**config.mk**
```make
export PLATFORM = sky130hd
export DESIGN_NAME = if_id_stage
export DESIGN_NICKNAME = d
export VERILOG_FILES = /design/src/rtl/cpu_pkg.sv /design/src/rtl/pc_reg.sv /design/src/rtl/if_id_stage.sv
export SDC_FILE = /design/constraint.sdc
export NUM_CORES = 1
export LEC_CHECK = 0
export CAP_MARGIN = 20
export CELL_PAD_IN_SITES_DETAIL_PLACEMENT = 1
export CELL_PAD_IN_SITES_GLOBAL_PLACEMENT = 2
export CORE_AREA = 4 4 158 160
export CTS_BUF_LIST = sky130_fd_sc_hd__clkbuf_2
export CTS_CLUSTER_DIAMETER = 40
export CTS_CLUSTER_SIZE = 14
export DETAILED_ROUTE_END_ITERATION = 7
export DIE_AREA = 0 0 162 164
export PLACE_DENSITY_LB_ADDON = 0.1
export SLEW_MARGIN = 20
export SYNTH_ARGS = -nofsm -noshare
export SYNTH_HDL_FRONTEND = slang
export SYNTH_SLANG_ARGS = --single-unit
export TNS_END_PERCENT = 10
```
**constraint.sdc**
```tcl
create_clock -name clock -period 2.8 [get_ports clock]
set_input_delay 0.7 -clock clock [delete_from_list [all_inputs] [get_ports clock]]
set_output_delay 0.7 -clock clock [all_outputs]
set_load 0.03 [all_outputs]
```
**src/rtl/cpu_pkg.sv**
```systemverilog
// Shared CPU pipeline constants used by the fetch stage and downstream pipeline buffers.
package cpu_pkg;
   localparam int unsigned     PC_W    = 32;
   localparam int unsigned     INSTR_W = 32;
   localparam logic [31:0]     NOP     = '0;
   localparam int unsigned     PC_INC  = 4;
endpackage

```
**src/rtl/pc_reg.sv**
```systemverilog
// Fetch program counter: holds on stall, steps by PC_INC, reloads past a redirect target.
module pc_reg
   import cpu_pkg::*;
#(
   parameter int unsigned     PC_W     = cpu_pkg::PC_W,
   parameter logic [PC_W-1:0] RESET_PC = '0
) (
   input  logic            clock,
   input  logic            reset_n,
   input  logic            stall,
   input  logic            redirect,
   input  logic [PC_W-1:0] target,
   output logic [PC_W-1:0] pc
);

   localparam logic [PC_W-1:0] INC = PC_W'(PC_INC);

   // The target itself is fetched in the redirect cycle, so the register skips past it.
   always_ff @(posedge clock or negedge reset_n) begin
      if (!reset_n)
         pc <= RESET_PC;
      else if (redirect)
         pc <= target + INC;
      else if (!stall)
         pc <= pc + INC;
   end

endmodule

```
**src/rtl/if_id_stage.sv**
```systemverilog
// Instruction fetch stage with IF/ID register; one-entry skid catches read data returning during a stall.
module if_id_stage
   import cpu_pkg::*;
#(
   parameter int unsigned        PC_W     = cpu_pkg::PC_W,
   parameter int unsigned        INSTR_W  = cpu_pkg::INSTR_W,
   parameter logic [PC_W-1:0]    RESET_PC = '0,
   parameter logic [INSTR_W-1:0] NOP      = INSTR_W'(cpu_pkg::NOP)
) (
   input  logic               clock,
   input  logic               reset_n,
   input  logic               iStall,
   input  logic               iBranchTaken,
   input  logic [PC_W-1:0]    iBranchTarget,
   output logic               oImemEn,
   output logic [PC_W-1:0]    oImemAddr,
   input  logic [INSTR_W-1:0] iImemRdata,
   output logic [INSTR_W-1:0] oInstr,
   output logic [PC_W-1:0]    oPC,
   output logic               oValid
);

   logic [PC_W-1:0]    pc_q;
   logic               req_valid_q;
   logic [PC_W-1:0]    req_pc_q;
   logic               hold_valid_q;
   logic [INSTR_W-1:0] hold_instr_q;
   logic [PC_W-1:0]    fetch_addr;

   pc_reg #(
      .PC_W     (PC_W),
      .RESET_PC (RESET_PC)
   ) u_pc_reg (
      .clock    (clock),
      .reset_n  (reset_n),
      .stall    (iStall),
      .redirect (iBranchTaken),
      .target   (iBranchTarget),
      .pc       (pc_q)
   );

   // Redirect bypasses pc_q so the target is read in the same cycle the branch resolves.
   always_comb begin
      fetch_addr = iBranchTaken ? iBranchTarget : pc_q;
      oImemAddr  = fetch_addr;
      oImemEn    = reset_n & (iBranchTaken | ~iStall);
   end

   always_ff @(posedge clock or negedge reset_n) begin
      if (!reset_n) begin
         req_valid_q  <= 1'b0;
         req_pc_q     <= '0;
         hold_valid_q <= 1'b0;
         hold_instr_q <= '0;
         oInstr       <= NOP;
         oPC          <= '0;
         oValid       <= 1'b0;
      end else if (iBranchTaken) begin
         req_valid_q  <= 1'b1;
         req_pc_q     <= fetch_addr;
         hold_valid_q <= 1'b0;
         oInstr       <= NOP;
         oValid       <= 1'b0;
      end else if (iStall) begin
         // Only the first stalled cycle carries real read data; later cycles had no read enabled.
         if (req_valid_q && !hold_valid_q) begin
            hold_instr_q <= iImemRdata;
            hold_valid_q <= 1'b1;
         end
      end else begin
         req_valid_q  <= 1'b1;
         req_pc_q     <= fetch_addr;
         hold_valid_q <= 1'b0;
         if (req_valid_q) begin
            oInstr <= hold_valid_q ? hold_instr_q : iImemRdata;
            oPC    <= req_pc_q;
            oValid <= 1'b1;
         end else begin
            oInstr <= NOP;
            oValid <= 1'b0;
         end
      end
   end

endmodule

```
# After elaboration in Yosys (flattened, before gate mapping)
# Cells that the tools add are included.
# op_classes
n_addsub	2
n_eq_ne	2
muxes	17
bitwise_logic	4
reduce_logical	4
# ops
op	n
two-way mux 32 bit	9
adder 32 x 3 -> 32 bit, second input constant	2
two-way mux 1 bit	8
AND reduction 3 bit	2
inequality test 3 x 1 -> 1 bit, second input constant	1
inequality test 2 x 1 -> 1 bit, second input constant	1
inverter 1 bit	2
bitwise AND 1 bit	1
logical AND 1 bit	1
zero test 1 bit	1
bitwise OR 1 bit	1
# totals
register_bits	163
input_bits	68
output_inout_bits	98
word_cells	37

# Longest topological paths before layout
# Gate-level depths: netlist (run 1).
# logic_depth
word_depth	5
mapped_depth	13

# Hierarchy
# Synthesis (run 1) repeated with hierarchy kept, for this count alone.
# hier_totals
hier_cells	642
hier_area_um2	8323.0
# modules_own_cells
mod	n_inst	cells_per_inst	area_each_um2	seq_area_each_um2
if_id_stage	1	360	5711.7	3278.1
pc_reg	1	282	2611.3	800.8

# Worst setup path after synthesis (run 1)
# Ideal clock, no wire load.
# synth_timing
kind	in2reg
start	input port iBranchTaken
end	register u_pc_reg.pc[30]
arrival_ps	3275
required_ps	2705
path_slack_ps	-570
stages	12
n_path_buf	5
path_cell_list	buf_6 buf_12 buf_4 buf_2 buf_2 mux2_2 ha_1 nand4b_1 a21oi_1 nand3_1 o31a_1 o31ai_1
# synth_between
elab_chain_cells	1
# synth_lines
element	line_no	rtl
start: declaration	if_id_stage.sv:13	input logic iBranchTaken,
inequality test 2 x 1 -> 1 bit (no line) or two-way mux 32 bit (tied branches)	-	
end signal: assignment	pc_reg.sv:23	pc <= target + INC;
end signal: assignment	pc_reg.sv:25	pc <= pc + INC;
end: declaration	pc_reg.sv:13	output logic [PC_W-1:0] pc
# Parallel ways exist; a longest one is shown, timed or not.
# A chain may end at the register's enable or synchronous reset.

# Worst setup path after layout (run 1)
# layout_timing
start	input port iBranchTaken
end	output port oImemAddr[5]
# layout_between
elab_chain_cells	1
# layout_lines
element	line_no	rtl
two-way mux 32 bit	if_id_stage.sv:44	fetch_addr = iBranchTaken ? iBranchTarget : pc_q;
end: declaration	if_id_stage.sv:16	output logic [PC_W-1:0] oImemAddr,
# No other way between the ends.

==> results.cfg, run 1 <==
[synth]
yosysSeqAreaShare = 0.530
synth.area.top_cells = dfrtp_1 53%, nand2_1 7.9%, mux2i_1 7.2%
syn_inst = 761
syn_nets = 830
synth_top_area_frac = 0.530
synth.most_common_cell = dfrtp_1
synth-warning-count = 0
synth-edff-count = 0
synthArstFlopShare = 1.00
syn_avg_cell_area_sq_um = 10.1
synthFlopType = dfrtp_1
synth.distinct_cells = 50
syn-cell-area_sq_um = 7690
synth_area_leader_cell = dfrtp_1
ys_ff_latch = 163
synth_commonest_cells = 163 x dfrtp_1, 161 x nand2_1, 68 x nor2_1, 55 x mux2i_1, 45 x mux2_2

[place]
io_buffers = 165
dp.cells = 1267
gp_congestion = 0.816
dp_hpwl_microns = 16600
dpl_worst_slack_ps = -123
post_dp_cell_area_sq_um = 10200

[setup_path]
crit_path_max_incr_delay_ps = 300
critPathMaxFanout = 14
crit_family = buffers and inverters
crit_path_frequent_cell = buf_4
rrSetupSlack_ps = 740
crit_slowest_cell = mux2i_1
worstSetupStartpointType = input port
path_cells = buf_4 > buf_4 > buf_4 > mux2i_1 > inv_1 > buf_12
timing.rr.start = u_pc_reg.pc[2]
crit_path_end_kind = output pin
path_class = input port to output pin
worstPathRequired_ps = 2100
startpoint = iBranchTaken
arrival_ps = 1990
path_buf_inv = 5

[route]
detail_route.wirelength_microns = 23100
via_per_inst = 4.80
antenna_left = 0
drt_iter0_markers = 324
vias = 6241
routedWlPerCell_microns = 17.8
drt_first_pass_iters = 4
drcViolationCount = 0

[pwr]
p_total_mw = 6.01
ir_drop_v = 0.000290
powerDensity_nw_per_um2 = 578
p_leak_nw = 4.65

[floorplan]
die_x_microns = 162
ios = 166
die_area_sq_um = 26600
core_area_sq_um = 23400
initial_utilization = 0.329
rows = 56
die_h_microns = 164

[sta]
clock_skew_ps = 53.3
tightest_slew_ps = 955
finalCritPeriodShare = 0.960
slew_headroom = 0.363
setup_viol = 0
rsz0062_at_grt = false
slew_violations = 0
fin_crit_ps = 2690
fmax_ghz = 0.372
hold_violations = 0
setup_slack_ps = 112

[cts]
clock_latency_ps = 750
cts.clk_slew.worst_paths_ps = 280
cts_buffers = 17
clockBufferDepth = 2
cts_setup_buffers = 0
cts-root-buf = clkbuf_2
cts_tree = done
cts.sinks = 163
htree_levels = 4

[min_path]
hp-class = input port to async pin

[grt]
grt_pass1_vias = 7003
antenna_found_initial = 2
grt_max_degree = 164
track_usage = 0.179
grt_pass1_wl_microns = 37800
grt-ovfl-total = 0

[status]
status = complete, no violations

[finish]
area_delta_synth_final_pct = 35.1
fin_nets = 1036
fin_util = 0.444
drive_gt1_frac = 0.190
ff_latch_area_sq_um = 4080
multiInputGateArea_sq_um = 3350
postLayoutCellArea_sq_um = 10400
layoutNonFillerInstCount = 1300
fillCellCount = 2688

[run]
maxCapViolations = 0
[cells in the final DEF, fill, tap and decap left out, types with 3 or more instances in the layout]
cell,count
clkdlybuf4s50_1,130
nand3_1,18
dlygate4sd2_1,13
o21ai_0,39
clkbuf_2,17
inv_1,22
o31ai_1,9
xnor2_1,15
nand4b_1,3
a21oi_1,40
a22oi_1,3
o21a_1,3
nand2_1,161
mux2i_1,54
nand3b_1,11
dfrtp_1,162
and4_1,5
mux2_2,43
a31oi_1,3
and3_1,6
buf_4,75
nand4_1,8
nor2_1,68
buf_12,13
nand4_2,3
inv_6,7
nand2b_1,3
nor3_1,3
[cells by family (layout without fill, tap and decap cells)]
kind of cell	Yosys count	count (layout)	share of synthesized area
AOI/OAI and AO/OA	110	110	0.0849
other	0	1	0
xor gates and xnor gates	16	16	0.0182
buffers and inverters	67	286	0.0423
DFF	163	163	0.530
muxes	100	100	0.137
adders and majority gates	1	1	0.00163
and+or+nand+nor	304	304	0.185
[through the flow]
step	hold slack, ps	TNS [ps]
floorplan	404	-370
global placement	455	-133
detailed placement	456	-262
CTS	75.0	0
global route	61.5	0
finish	31.7	0
[power breakdown]
part / internal [mW] / switching (mW)
Sequential: 2.69 / 0.227
Clock: 0.355 / 0.965
Combinational: 0.798 / 0.976
[final timing paths]
check,cells after the start,endpoint
max in group asynchronous,2,hold_valid_q
setup reg to reg,7,u_pc_reg.pc[22]
min in group clock,2,oPC[16]
hold / removal,2,oPC[22]
setup / recovery,6,oImemAddr[5]
hold reg to reg,2,oPC[16]
[final cells by class]
| type | instances | share of cell area |
|---|---|---|
| Clock inverter | 15 | 0.0140 |
| Sequential cell | 163 | 0.393 |
| Multi-Input combinational cell | 531 | 0.322 |
| Clock buffer | 17 | 0.00819 |
| Tap cell | 319 | 0.0384 |
| Inverter | 22 | 0.00795 |
| Antenna cell | 1 | 0.000241 |
| Timing Repair Buffer | 232 | 0.216 |
[timing repair]
item | CTS | global route
setup endpoints to repair | 13 | 0
endpoints found under the hold margin | 0 | 0
gates resized for setup | 14 | 0
hold buffers | 0 | 0
[layer usage]
metal,track usage,share of wire,vias to the layer above
met5,0,0.00087,-
met4,0.0450,0.014,2
met3,0.0442,0.047,23
met2,0.307,0.49,120
met1,0.227,0.45,3087
li1,-,-,3009
Power figures use the tool's default switching activity.
==> run 2, diff against run 1 <==
--- a/config.mk
+++ b/config.mk
@@ -15,7 +15,7 @@
 export DETAILED_ROUTE_END_ITERATION = 7
 export DIE_AREA = 0 0 162 164
 export PLACE_DENSITY_LB_ADDON = 0.1
-export SLEW_MARGIN = 20
+export SLEW_MARGIN = 5
 export SYNTH_ARGS = -nofsm -noshare
 export SYNTH_HDL_FRONTEND = slang
 export SYNTH_SLANG_ARGS = --single-unit
==> results of run 2 <==
No change in the layout: final DEF, timing and power equal those of run 1.
==> run 3, diff against run 2 <==
--- a/config.mk
+++ b/config.mk
@@ -8,12 +8,12 @@
 export CAP_MARGIN = 20
 export CELL_PAD_IN_SITES_DETAIL_PLACEMENT = 1
 export CELL_PAD_IN_SITES_GLOBAL_PLACEMENT = 2
-export CORE_AREA = 4 4 158 160
+export CORE_AREA = 5 5 159 161
 export CTS_BUF_LIST = sky130_fd_sc_hd__clkbuf_2
 export CTS_CLUSTER_DIAMETER = 40
 export CTS_CLUSTER_SIZE = 14
 export DETAILED_ROUTE_END_ITERATION = 7
-export DIE_AREA = 0 0 162 164
+export DIE_AREA = 0 0 164 166
 export PLACE_DENSITY_LB_ADDON = 0.1
 export SLEW_MARGIN = 5
 export SYNTH_ARGS = -nofsm -noshare
==> run 3 against run 2 <==
  * Sequential share of layout area rose by 0.42 points
  * Total power decreased by 2.2%
  * Via count is 0.19% higher
  * First-iteration DRC count decreased by 11%
  * Non-clock buffer count down 13
  * Critical path type unchanged
  * Maximum frequency rose by 1.1%
==> results.cfg, run 3 (synthesis gave the netlist of run 1 again) <==
[cts]
cts.clk_slew.worst_paths_ps = 300
htree_levels = 4
cts_tree = done
cts-root-buf = clkbuf_2
cts_buffers = 17
cts.sinks = 163
clock_latency_ps = 730
clockBufferDepth = 2

[pwr]
seqPwrFrac = 0.495
clockPowerShare = 0.204
p_leak_nw = 4.58
power_frac_comb = 0.300
swShare = 0.365
p_sw_mw = 2.14
ir_drop_v = 0.000219
powerDensity_nw_per_um2 = 571
p_int_mw = 3.73

[sta]
slew_headroom = 0.399
clock_skew_ps = 60.3
tightest_slew_ps = 902
rsz0062_at_grt = false
setup_slack_ps = 141
fmax_ghz = 0.376
fin_crit_ps = 2660
finalCritPeriodShare = 0.950
slew_violations = 0
hold_violations = 0
setup_viol = 0

[floorplan]
die_h_microns = 166
die_area_sq_um = 27200
die_x_microns = 164
ios = 166
rows = 57
initial_utilization = 0.323
core_area_sq_um = 23800

[finish]
layout_commonest_cell = dfrtp_1
layoutNonFillerInstCount = 1291
fillCellCount = 2758
fin_nets = 1023
area_delta_synth_final_pct = 33.7
final_cell_mix = 162 x dfrtp_1, 161 x nand2_1, 130 x clkdlybuf4s50_1, 68 x nor2_1, 61 x buf_4
postLayoutCellArea_sq_um = 10300
drive_gt1_frac = 0.178

[min_path]
hp-class = input port to async pin

[setup_path]
crit_path_end_kind = output pin
worstSetupStartpointType = input port
arrival_ps = 1960
worstPathRequired_ps = 2100
path_class = input port to output pin
critPathMaxFanout = 5

[grt]
grt_max_degree = 164
antenna_found_initial = 1
grt_pass1_wl_microns = 37600
grt-ovfl-total = 0
track_usage = 0.173
grt_pass1_vias = 6943

[place]
io_buffers = 165
dpl_worst_slack_ps = -134
gp_congestion = 0.803
dp_hpwl_microns = 16600
post_dp_cell_area_sq_um = 10100
dp.cells = 1259

[route]
via_per_inst = 4.84
vias = 6253
antenna_left = 0
detail_route.wirelength_microns = 23100
routedWlPerCell_microns = 17.9
drt_first_pass_iters = 4
drcViolationCount = 0
drt_iter0_markers = 288

[run]
maxCapViolations = 0

[status]
status = complete, no violations
run 3: cell count changes in the layout (fill, tap and decap cells not counted):
cell        before  now
buf_4           75   61
mux2i_2          1    0
buf_12          13   14
clkinvlp_4       0    2
clkinv_1         1    0
mux2i_1         54   55
clkinv_4         2    1
bufinv_16        1    0
run 3: per-layer routing:
layer	part of all wire	wire [microns]	vias up	track usage
met2	0.49	11400	116	0.293
li1	-	-	2986	-
met1	0.45	10300	3138	0.221
met5	0	0	-	0
met3	0.055	1280	13	0.0516
met4	0.0085	197	0	0.0339
run 3: critical path, stage by stage:
cell,delay [ps]
clkdlybuf4s50_1,550
mux2i_1,100
buf_4,170
inv_1,50
dlygate4sd2_1,390
run 3: stage by stage:
step                      TNS (ps)  hold WS (ps)   util  total power, mW
after global routing             0          54.5  0.432             6.25
after global placement        -165           450  0.424             4.71
after detailed placement      -382           461  0.424             4.77
after floorplan               -370           404      -             3.88
after CTS                        0          38.1  0.432             6.00
final                            0          55.5  0.432             5.88
run 3: final timing paths:
check / startpoint / end / slack (ps) / cells after the start
min in group clock: req_pc_q[25] / oPC[25] / 490 / 2
max in group asynchronous: reset_n / req_pc_q[1] / 2000 / 2
max reg2reg: u_pc_reg.pc[3] / u_pc_reg.pc[22] / 700 / 7
min reg2reg: req_pc_q[25] / oPC[25] / 490 / 2
min: reset_n / oPC[26] / 60 / 2
max: iBranchTarget[6] / oImemAddr[6] / 140 / 5
run 3: layout make-up:
class,count,area [sq um],area share
Antenna cell,1,2.50,0.000243
Timing Repair Buffer,219,2160,0.211
Tap cell,324,405,0.0394
Clock buffer,17,85.1,0.00828
Clock inverter,14,118,0.0114
Sequential cell,163,4080,0.397
Inverter,22,82.6,0.00803
Multi-Input combinational cell,531,3340,0.325
run 3: repair_timing:
action | 4_1_cts | 5_1_grt
hold buffers | 0 | 0
setup buffers | 0 | 0
resized for setup | 13 | 0
setup endpoints to repair | 13 | 0
run 3: power by group through the flow:
stage               clock network (mW)  logic (mW)  registers (mW)
global route                      1.37        1.91            2.96
CTS                               1.29        1.80            2.92
finish                            1.20        1.77            2.91
floorplan                            0       0.745            3.13
global placement                     0        1.77            2.94
detailed placement                   0        1.80            2.96
